`src/rtl/l2_types_pkg.sv`:
```
// ---------------------------------------------------------------------------
// l2_types_pkg
// Shared types and constants for the L2 cache controller.
//   l2_state_e        controller states
//   way_t             one-bit way index of the 2-way cache
//   PMEM_ADDR_*       encodings of the pmem_addr_sel output
//   DATA_IN_*         encodings of the data_in_sel output
//   victim_is_dirty() dirty bit of the way that LRU would evict
// ---------------------------------------------------------------------------
package l2_types_pkg;

    typedef enum logic [1:0] {
        IDLE      = 2'd0,
        CHECK     = 2'd1,
        WRITEBACK = 2'd2,
        ALLOCATE  = 2'd3
    } l2_state_e;

    typedef logic way_t;

    localparam logic PMEM_ADDR_REQ    = 1'b0;
    localparam logic PMEM_ADDR_VICTIM = 1'b1;

    localparam logic DATA_IN_PMEM = 1'b0;
    localparam logic DATA_IN_MDR  = 1'b1;

    function automatic logic victim_is_dirty(input way_t lru_way, input logic d0, input logic d1);
        return (lru_way == 1'b1) ? d1 : d0;
    endfunction

endpackage

```
`src/rtl/l2_cache_control_checker.sv`:
```
// ---------------------------------------------------------------------------
// l2_cache_control_checker
// Simulation-time property checks for l2_cache_control.
//   clk, rst   clock and asynchronous active-high reset
//   in_check   controller is in its tag-compare state
//   request    arbiter request present (read or write)
//   hit0/hit1  datapath way-match flags
// ---------------------------------------------------------------------------
module l2_cache_control_checker #(
    parameter int CNT_WIDTH = 32
) (
    input logic clk,
    input logic rst,
    input logic in_check,
    input logic request,
    input logic hit0,
    input logic hit1
);

    // Both ways matching one address means the tag/valid arrays are corrupt.
    a_single_way_hit: assert property (@(posedge clk) disable iff (rst)
        (in_check && request) |-> !(hit0 && hit1));

    // A zero-width performance counter is meaningless.
    a_cnt_width: assert property (@(posedge clk) disable iff (rst) CNT_WIDTH > 0);

endmodule

```
`src/rtl/l2_perf_counter.sv`:
```
// ---------------------------------------------------------------------------
// l2_perf_counter
// Single saturating event counter; sticks at all-ones instead of wrapping.
//   clk    in   clock, rising edge
//   rst    in   asynchronous active-high reset (clears the count)
//   inc    in   count one event this cycle
//   count  out  current count [CNT_WIDTH-1:0]
// ---------------------------------------------------------------------------
module l2_perf_counter #(
    parameter int CNT_WIDTH = 32
) (
    input  logic                 clk,
    input  logic                 rst,
    input  logic                 inc,
    output logic [CNT_WIDTH-1:0] count
);

    localparam logic [CNT_WIDTH-1:0] CNT_ONE = {{(CNT_WIDTH-1){1'b0}}, 1'b1};
    localparam logic [CNT_WIDTH-1:0] CNT_MAX = {CNT_WIDTH{1'b1}};

    logic [CNT_WIDTH-1:0] count_q;
    logic [CNT_WIDTH-1:0] count_d;

    // Next count: increment unless already saturated.
    always_comb begin
        count_d = count_q;
        if (inc && (count_q != CNT_MAX)) begin
            count_d = count_q + CNT_ONE;
        end else begin
            count_d = count_q;
        end
    end

    // Count register.
    always_ff @(posedge clk or posedge rst) begin
        if (rst) begin
            count_q <= {CNT_WIDTH{1'b0}};
        end else begin
            count_q <= count_d;
        end
    end

    assign count = count_q;

endmodule

```
`src/rtl/l2_cache_control.sv`:
```
// ---------------------------------------------------------------------------
// l2_cache_control
// Control FSM of the 2-way set-associative unified L2 cache. Hits complete in
// one CHECK cycle; misses optionally write back a dirty victim, then allocate
// the line from physical memory and re-check.
//
// Optional feature macro: L2_PERF_CNT_EN adds saturating hit/miss counters
// (hit_count, miss_count, CNT_WIDTH bits). Without it those ports are absent.
//
// Ports:
//   clk, rst                     clock; asynchronous active-high reset
//   l2_read, l2_write            arbiter request, held until l2_resp
//   l2_resp                      one-cycle completion pulse
//   hit0, hit1                   datapath way match for current address
//   dirty0, dirty1, lru          per-set state of the indexed set
//   pmem_resp                    physical memory done
//   pmem_read, pmem_write        physical memory line transfer
//   pmem_addr_sel                0 request address, 1 victim address
//   data_in_sel                  0 line from pmem, 1 merged line from MDR
//   way_sel                      way addressed by the load strobes
//   load_data/tag/valid/dirty    array write strobes, dirty_in is dirty value
//   load_lru, lru_in             LRU update strobe and new LRU value
//   hit_count, miss_count        (L2_PERF_CNT_EN only) event counters
// ---------------------------------------------------------------------------
module l2_cache_control
    import l2_types_pkg::*;
#(
    parameter int CNT_WIDTH = 32
) (
    input  logic clk,
    input  logic rst,
    input  logic l2_read,
    input  logic l2_write,
    output logic l2_resp,
    input  logic hit0,
    input  logic hit1,
    input  logic dirty0,
    input  logic dirty1,
    input  logic lru,
    input  logic pmem_resp,
    output logic pmem_read,
    output logic pmem_write,
    output logic pmem_addr_sel,
    output logic data_in_sel,
    output logic way_sel,
    output logic load_data,
    output logic load_tag,
    output logic load_valid,
    output logic load_dirty,
    output logic dirty_in,
    output logic load_lru,
    output logic lru_in
`ifdef L2_PERF_CNT_EN
    ,
    output logic [CNT_WIDTH-1:0] hit_count,
    output logic [CNT_WIDTH-1:0] miss_count
`endif
);

    l2_state_e state_q;
    l2_state_e state_d;

    logic request_s;
    logic hit_s;
    way_t hit_way_s;

    // A simultaneous read and write is handled as a write.
    assign request_s = l2_read | l2_write;
    assign hit_s     = hit0 | hit1;
    assign hit_way_s = hit1;

    // Next-state and output decode; every strobe defaults to inactive.
    always_comb begin
        state_d       = state_q;
        l2_resp       = 1'b0;
        pmem_read     = 1'b0;
        pmem_write    = 1'b0;
        pmem_addr_sel = PMEM_ADDR_REQ;
        data_in_sel   = DATA_IN_PMEM;
        way_sel       = 1'b0;
        load_data     = 1'b0;
        load_tag      = 1'b0;
        load_valid    = 1'b0;
        load_dirty    = 1'b0;
        dirty_in      = 1'b0;
        load_lru      = 1'b0;
        lru_in        = 1'b0;

        case (state_q)
            IDLE: begin
                if (request_s) begin
                    state_d = CHECK;
                end else begin
                    state_d = IDLE;
                end
            end

            CHECK: begin
                if (!request_s) begin
                    // Arbiter withdrew the request: touch nothing.
                    state_d = IDLE;
                end else if (hit_s) begin
                    l2_resp  = 1'b1;
                    way_sel  = hit_way_s;
                    load_lru = 1'b1;
                    lru_in   = ~hit_way_s;
                    if (l2_write) begin
                        load_data   = 1'b1;
                        data_in_sel = DATA_IN_MDR;
                        load_dirty  = 1'b1;
                        dirty_in    = 1'b1;
                    end else begin
                        load_data   = 1'b0;
                    end
                    state_d = IDLE;
                end else begin
                    way_sel = lru;
                    if (victim_is_dirty(lru, dirty0, dirty1)) begin
                        state_d = WRITEBACK;
                    end else begin
                        state_d = ALLOCATE;
                    end
                end
            end

            WRITEBACK: begin
                pmem_write    = 1'b1;
                pmem_addr_sel = PMEM_ADDR_VICTIM;
                way_sel       = lru;
                if (pmem_resp) begin
                    state_d = ALLOCATE;
                end else begin
                    state_d = WRITEBACK;
                end
            end

            ALLOCATE: begin
                pmem_read     = 1'b1;
                pmem_addr_sel = PMEM_ADDR_REQ;
                way_sel       = lru;
                if (pmem_resp) begin
                    // Fresh line from memory: valid and clean.
                    load_data   = 1'b1;
                    load_tag    = 1'b1;
                    load_valid  = 1'b1;
                    load_dirty  = 1'b1;
                    dirty_in    = 1'b0;
                    data_in_sel = DATA_IN_PMEM;
                    state_d     = CHECK;
                end else begin
                    state_d = ALLOCATE;
                end
            end

            default: begin
                state_d = IDLE;
            end
        endcase
    end

    // State register; reset abandons any pmem transaction in flight.
    always_ff @(posedge clk or posedge rst) begin
        if (rst) begin
            state_q <= IDLE;
        end else begin
            state_q <= state_d;
        end
    end

`ifdef L2_PERF_CNT_EN
    logic recheck_q;
    logic recheck_d;
    logic hit_event_s;
    logic miss_event_s;

    // The CHECK that follows an allocation is a re-check, not a new hit.
    always_comb begin
        recheck_d = (state_q == ALLOCATE) && pmem_resp;
    end

    // Re-check marker register.
    always_ff @(posedge clk or posedge rst) begin
        if (rst) begin
            recheck_q <= 1'b0;
        end else begin
            recheck_q <= recheck_d;
        end
    end

    assign hit_event_s  = (state_q == CHECK) && request_s && hit_s && !recheck_q;
    assign miss_event_s = (state_q == CHECK) && request_s && !hit_s;

    l2_perf_counter #(.CNT_WIDTH(CNT_WIDTH)) u_hit_counter (
        .clk   (clk),
        .rst   (rst),
        .inc   (hit_event_s),
        .count (hit_count)
    );

    l2_perf_counter #(.CNT_WIDTH(CNT_WIDTH)) u_miss_counter (
        .clk   (clk),
        .rst   (rst),
        .inc   (miss_event_s),
        .count (miss_count)
    );
`endif

    l2_cache_control_checker #(.CNT_WIDTH(CNT_WIDTH)) u_checker (
        .clk      (clk),
        .rst      (rst),
        .in_check (state_q == CHECK),
        .request  (request_s),
        .hit0     (hit0),
        .hit1     (hit1)
    );

endmodule

```
`config.mk`:
```
export PLATFORM = sky130hd
export DESIGN_NAME = l2_cache_control
export DESIGN_NICKNAME = d
export VERILOG_FILES = /design/src/rtl/l2_types_pkg.sv /design/src/rtl/l2_cache_control_checker.sv /design/src/rtl/l2_perf_counter.sv /design/src/rtl/l2_cache_control.sv
export SDC_FILE = /design/constraint.sdc
export NUM_CORES = 1
export LEC_CHECK = 0
export CAP_MARGIN = 20
export CORE_AREA = 2 2 39 41
export DETAILED_ROUTE_END_ITERATION = 12
export DIE_AREA = 0 0 41 43
export PLACE_DENSITY = 0.62
export REMOVE_ABC_BUFFERS = 1
export SYNTH_ARGS = -nofsm -noshare
export SYNTH_HDL_FRONTEND = slang
export SYNTH_HIERARCHICAL = 1
export SYNTH_SLANG_ARGS = --single-unit
export TNS_END_PERCENT = 5
```
`constraint.sdc`:
```
create_clock -name clk -period 2.8 [get_ports clk]
set_clock_uncertainty 0.2 [all_clocks]
set_input_delay 0.56 -clock clk [delete_from_list [all_inputs] [get_ports clk]]
set_output_delay 0.56 -clock clk [all_outputs]
set_load 0.01 [all_outputs]
```
======== Word-level counts from Yosys, hierarchy flattened ========
Index checks and enable logic that the tools add are counted.
operators by class
  multiplexer cells ....................... 26
  bitwise logic cells ..................... 3
  reductions and logical operators ........ 2
  eq/ne operators ......................... 3
operators by type and width
  cell                                           number
  two-way mux 1 bit                              20
  case mux 2 bit (4 select lines)                1
  two-way mux 2 bit                              3
  == test 2 bit, second input constant           2
  case mux 1 bit (2 select lines)                2
  == test 2 x 1 -> 1 bit, second input constant  1
  zero test 2 bit                                1
  bitwise OR 1 bit                               2
  OR reduction 2 bit                             1
  inverter 1 bit                                 1
word-level totals
  bits in registers ....................... 2
  input port bits ......................... 10
  logic and storage cells ................. 35
  output and inout bits ................... 13

======== Logic depth before layout (Yosys ltp) ========
  word-level depth ........................ 5
  gate-level depth with buffers ........... 5
  mapped depth without buffers ............ 3

======== Worst setup path before layout ========
No wires, ideal clock.
  kind .................................... input -> output
  start point ............................. input port hit1
  end point ............................... output port dirty_in
  required time ........................... 2.040 ns
  slack ................................... 0.817 ns
  stages on the path ...................... 3
  arrival time ............................ 1.223 ns
  path buffers ............................ 1
  path through ............................ o21ai_0 > nor3b_1 > buf_4
on the way
  word-level cells in the longest chain between the ends .. 4
RTL lines
  what                            line                    RTL
  start: declaration              l2_cache_control.sv:36  input logic hit1,
  bitwise OR 1 bit                l2_cache_control.sv:69  assign hit_s = hit0 | hit1;
  two-way mux 1 bit (3 in a row)  -
  end: declaration                l2_cache_control.sv:50  output logic dirty_in,
No other way between the ends.

======== Worst setup path after layout ========
  start point ............................. input port l2_write
  end point ............................... output port dirty_in
on the way
  word-level cells in the longest chain between the ends .. 4
  elaborated cells on any way between the ends .. 5
  those cells by class .................... mux: 4; bitwise: 1
RTL lines
  what                   line                     RTL
  start: declaration     l2_cache_control.sv:33   input logic l2_write,
  two-way mux 1 bit      l2_cache_control.sv:107  if (l2_write) begin
  two-way mux 1 bit      l2_cache_control.sv:102  end else if (hit_s) begin
  two-way mux 1 bit (*)  l2_cache_control.sv:99   if (!request_s) begin
  two-way mux 1 bit (*)  -
Mark *: on every way between the ends. The rest lies on a longest branch, timed or not.

==> reports/metrics.cfg <==
[worst_setup_path]
reg2regPathDepth = 3
crit_path_max_fanout = 3
start_kind = input port
cp.arrival_ns = 1.98
end_kind = primary output
r2r_slack_ns = 1.48
critPathKind = input port to primary output
reg2reg_to = state_q[0]$_DFF_PP0_
reg2reg_from = state_q[1]$_DFF_PP0_
required_ns = 2.04

[synthesis]
seq_area_frac_synth = 0.1810
synthesis.area_sq_um = 276.5
yosys_warnings = 6
syn_inst = 34
syn_avg_cell_area_sq_um = 8.133
ys_seq_elements = 2
synth_cell_types = 19

[timing]
report.final.hold_viol_count = 0
setup_viol = 0
maxClockFrequency_mhz = 365.2
worst_pin_slew_ns = 0.3242
period_share = 0.9779
rsz0062_at_grt = true
setup_ws_ns = 0.06193
layout_min_cycle_time_ns = 2.738
slew_viol_final = 0
slew-limit-headroom = 0.7838

[clock_network]
post_cts_buffers = 0
cts.sinks = 2
cts_root_buf = clkbuf_4
clk_pin_slew_ns = 0.04
cts.hold.buffers_added = 0
numCtsBuffers = 3
cts_buffer_depth = 2
cts_tree = done
postCtsResizedCells = 0
clk_latency_ns = 0.23
cts_max_level = 1

[place]
io_buffers = 22
postPlaceCellArea_sq_um = 505.5
hpwl_um = 541.7
dpl_worst_slack_ns = 0.003147
gp_congestion = 0.7153

[flow_run]
maxCapViolations = 0

[die]
start_util = 0.1998
die_area_sq_um = 1763
rows = 14
coreArea_sq_um = 1384
die_w_um = 41
io_pins = 23
die_h_um = 43

[route]
routed_wl_um = 676
via_count = 323
dr.first_iter.drc_count = 5
post_drt_wl_per_cell_um = 9.135
vias_per_cell = 4.365
firstDrtPassIters = 4
drc = 0
ant_nets = 0

[finish]
drive_gt1_frac = 0.2759
layout_commonest_cell = clkdlybuf4s50_1
design_area_sq_um = 535.5
diodes = 0
layout_common_cells = clkdlybuf4s50_1 (19), nand2_1 (6), buf_4 (5), clkbuf_4 (3), dlymetal6s2s_1 (3)
regMostFlops = state_q
fin_nets = 70
largest_reg_flops = 2
largest_registers = state_q x2
area_delta_synth_final_pct = 93.67

[pwr]
leakage_nw = 0.2632
p_per_area_nw_per_um2 = 787.8
ir_drop_uv = 310.6

[global_route]
grt_pass1_wl_um = 1000
grt_pass1_vias = 300
gr-total-overflow = 0
grt_max_degree = 11
track_usage = 0.08617
antenna_found_initial = 0

[min_path]
hp-class = input port to asynchronous set/reset pin

[status]
run_status = completed

-- metal layers --
| metal | global-route usage | vias up | wire [um] |
|---|---|---|---|
| li1 | - | 161 | - |
| met1 | 0.09585 | 138 | 281 |
| met2 | 0.1219 | 24 | 311 |
| met3 | 0.02618 | 0 | 83 |
| met4 | 0.08000 | 0 | 0 |
| met5 | 0 | - | 0 |
-- layout make-up --
class | instances | area (sq um)
Clock buffer | 3 | 22.52
Fill cell | 156 | 848.3
Inverter | 1 | 3.754
Multi-Input combinational cell | 25 | 173.9
Sequential cell | 2 | 50.05
Tap cell | 16 | 20.02
Timing Repair Buffer | 27 | 265.3
-- power by group --
part	switching, W	internal (W)	leakage, nW	total (W)
Clock	0.0000184	0.0000475	0.0138	0.0000659
Combinational	0.000104	0.000178	0.225	0.000282
Sequential	0.0000306	0.0000438	0.0246	0.0000744
Total	0.000153	0.000269	0.263	0.000422
-- worst max path at each step --
stage	endpoint	start	cells past startpoint	slack [ns]
2_1_floorplan	data_in_sel	hit1	2	0.86
4_1_cts	dirty_in	l2_write	4	0.003
3_3_place_gp	dirty_in	l2_write	4	0.02
5_1_grt	data_in_sel	l2_write	4	-0.03
3_5_place_dp	dirty_in	l2_write	4	0.003
6_report	dirty_in	l2_write	4	0.06
-- through the flow --
| step | hold slack (ns) | setup TNS [ns] | total power (W) | utilization | instances |
|---|---|---|---|---|---|
| global placement | 0.4238 | 0 | 0.0003609 | 0.3653 | 71 |
| CTS | 0.2901 | 0 | 0.0004318 | 0.3816 | 74 |
| detailed placement | 0.4308 | 0 | 0.0003640 | 0.3653 | 71 |
| global route | 0.2895 | -0.06541 | 0.0004561 | 0.3870 | 74 |
| finish | 0.2827 | 0 | 0.0004219 | 0.3870 | 74 |
| floorplan | 0.1012 | 0 | 0.0002066 | - | 28 |
-- synthesized netlist by cell type (all sizes together) --
cell type	number	area (sq um)
buf	6	48.80
nand2	6	22.52
nor2b	3	33.79
o21ai	3	18.77
and2	2	15.01
dfrtp	2	50.05
nor2	2	7.510
nor3b	2	15.01
a211oi	1	12.51
and2b	1	10.01
and3	1	7.510
inv	1	3.750
mux2i	1	10.01
nor3	1	5.000
o221ai	1	8.760
o31ai	1	7.510
-- critical path, stage by stage --
cell,delay (ns)
clkdlybuf4s50_1,0.50
o21ai_1,0.09
nor3b_1,0.24
clkdlybuf4s50_1,0.58
-- logic make-up after synthesis --
logic type	share of synthesized area
simple gates	0.4208
buf+inv	0.1900
compound gates	0.1720
flops	0.1810
mux	0.03620
Note: power is estimated with default switching activity, not from simulation.
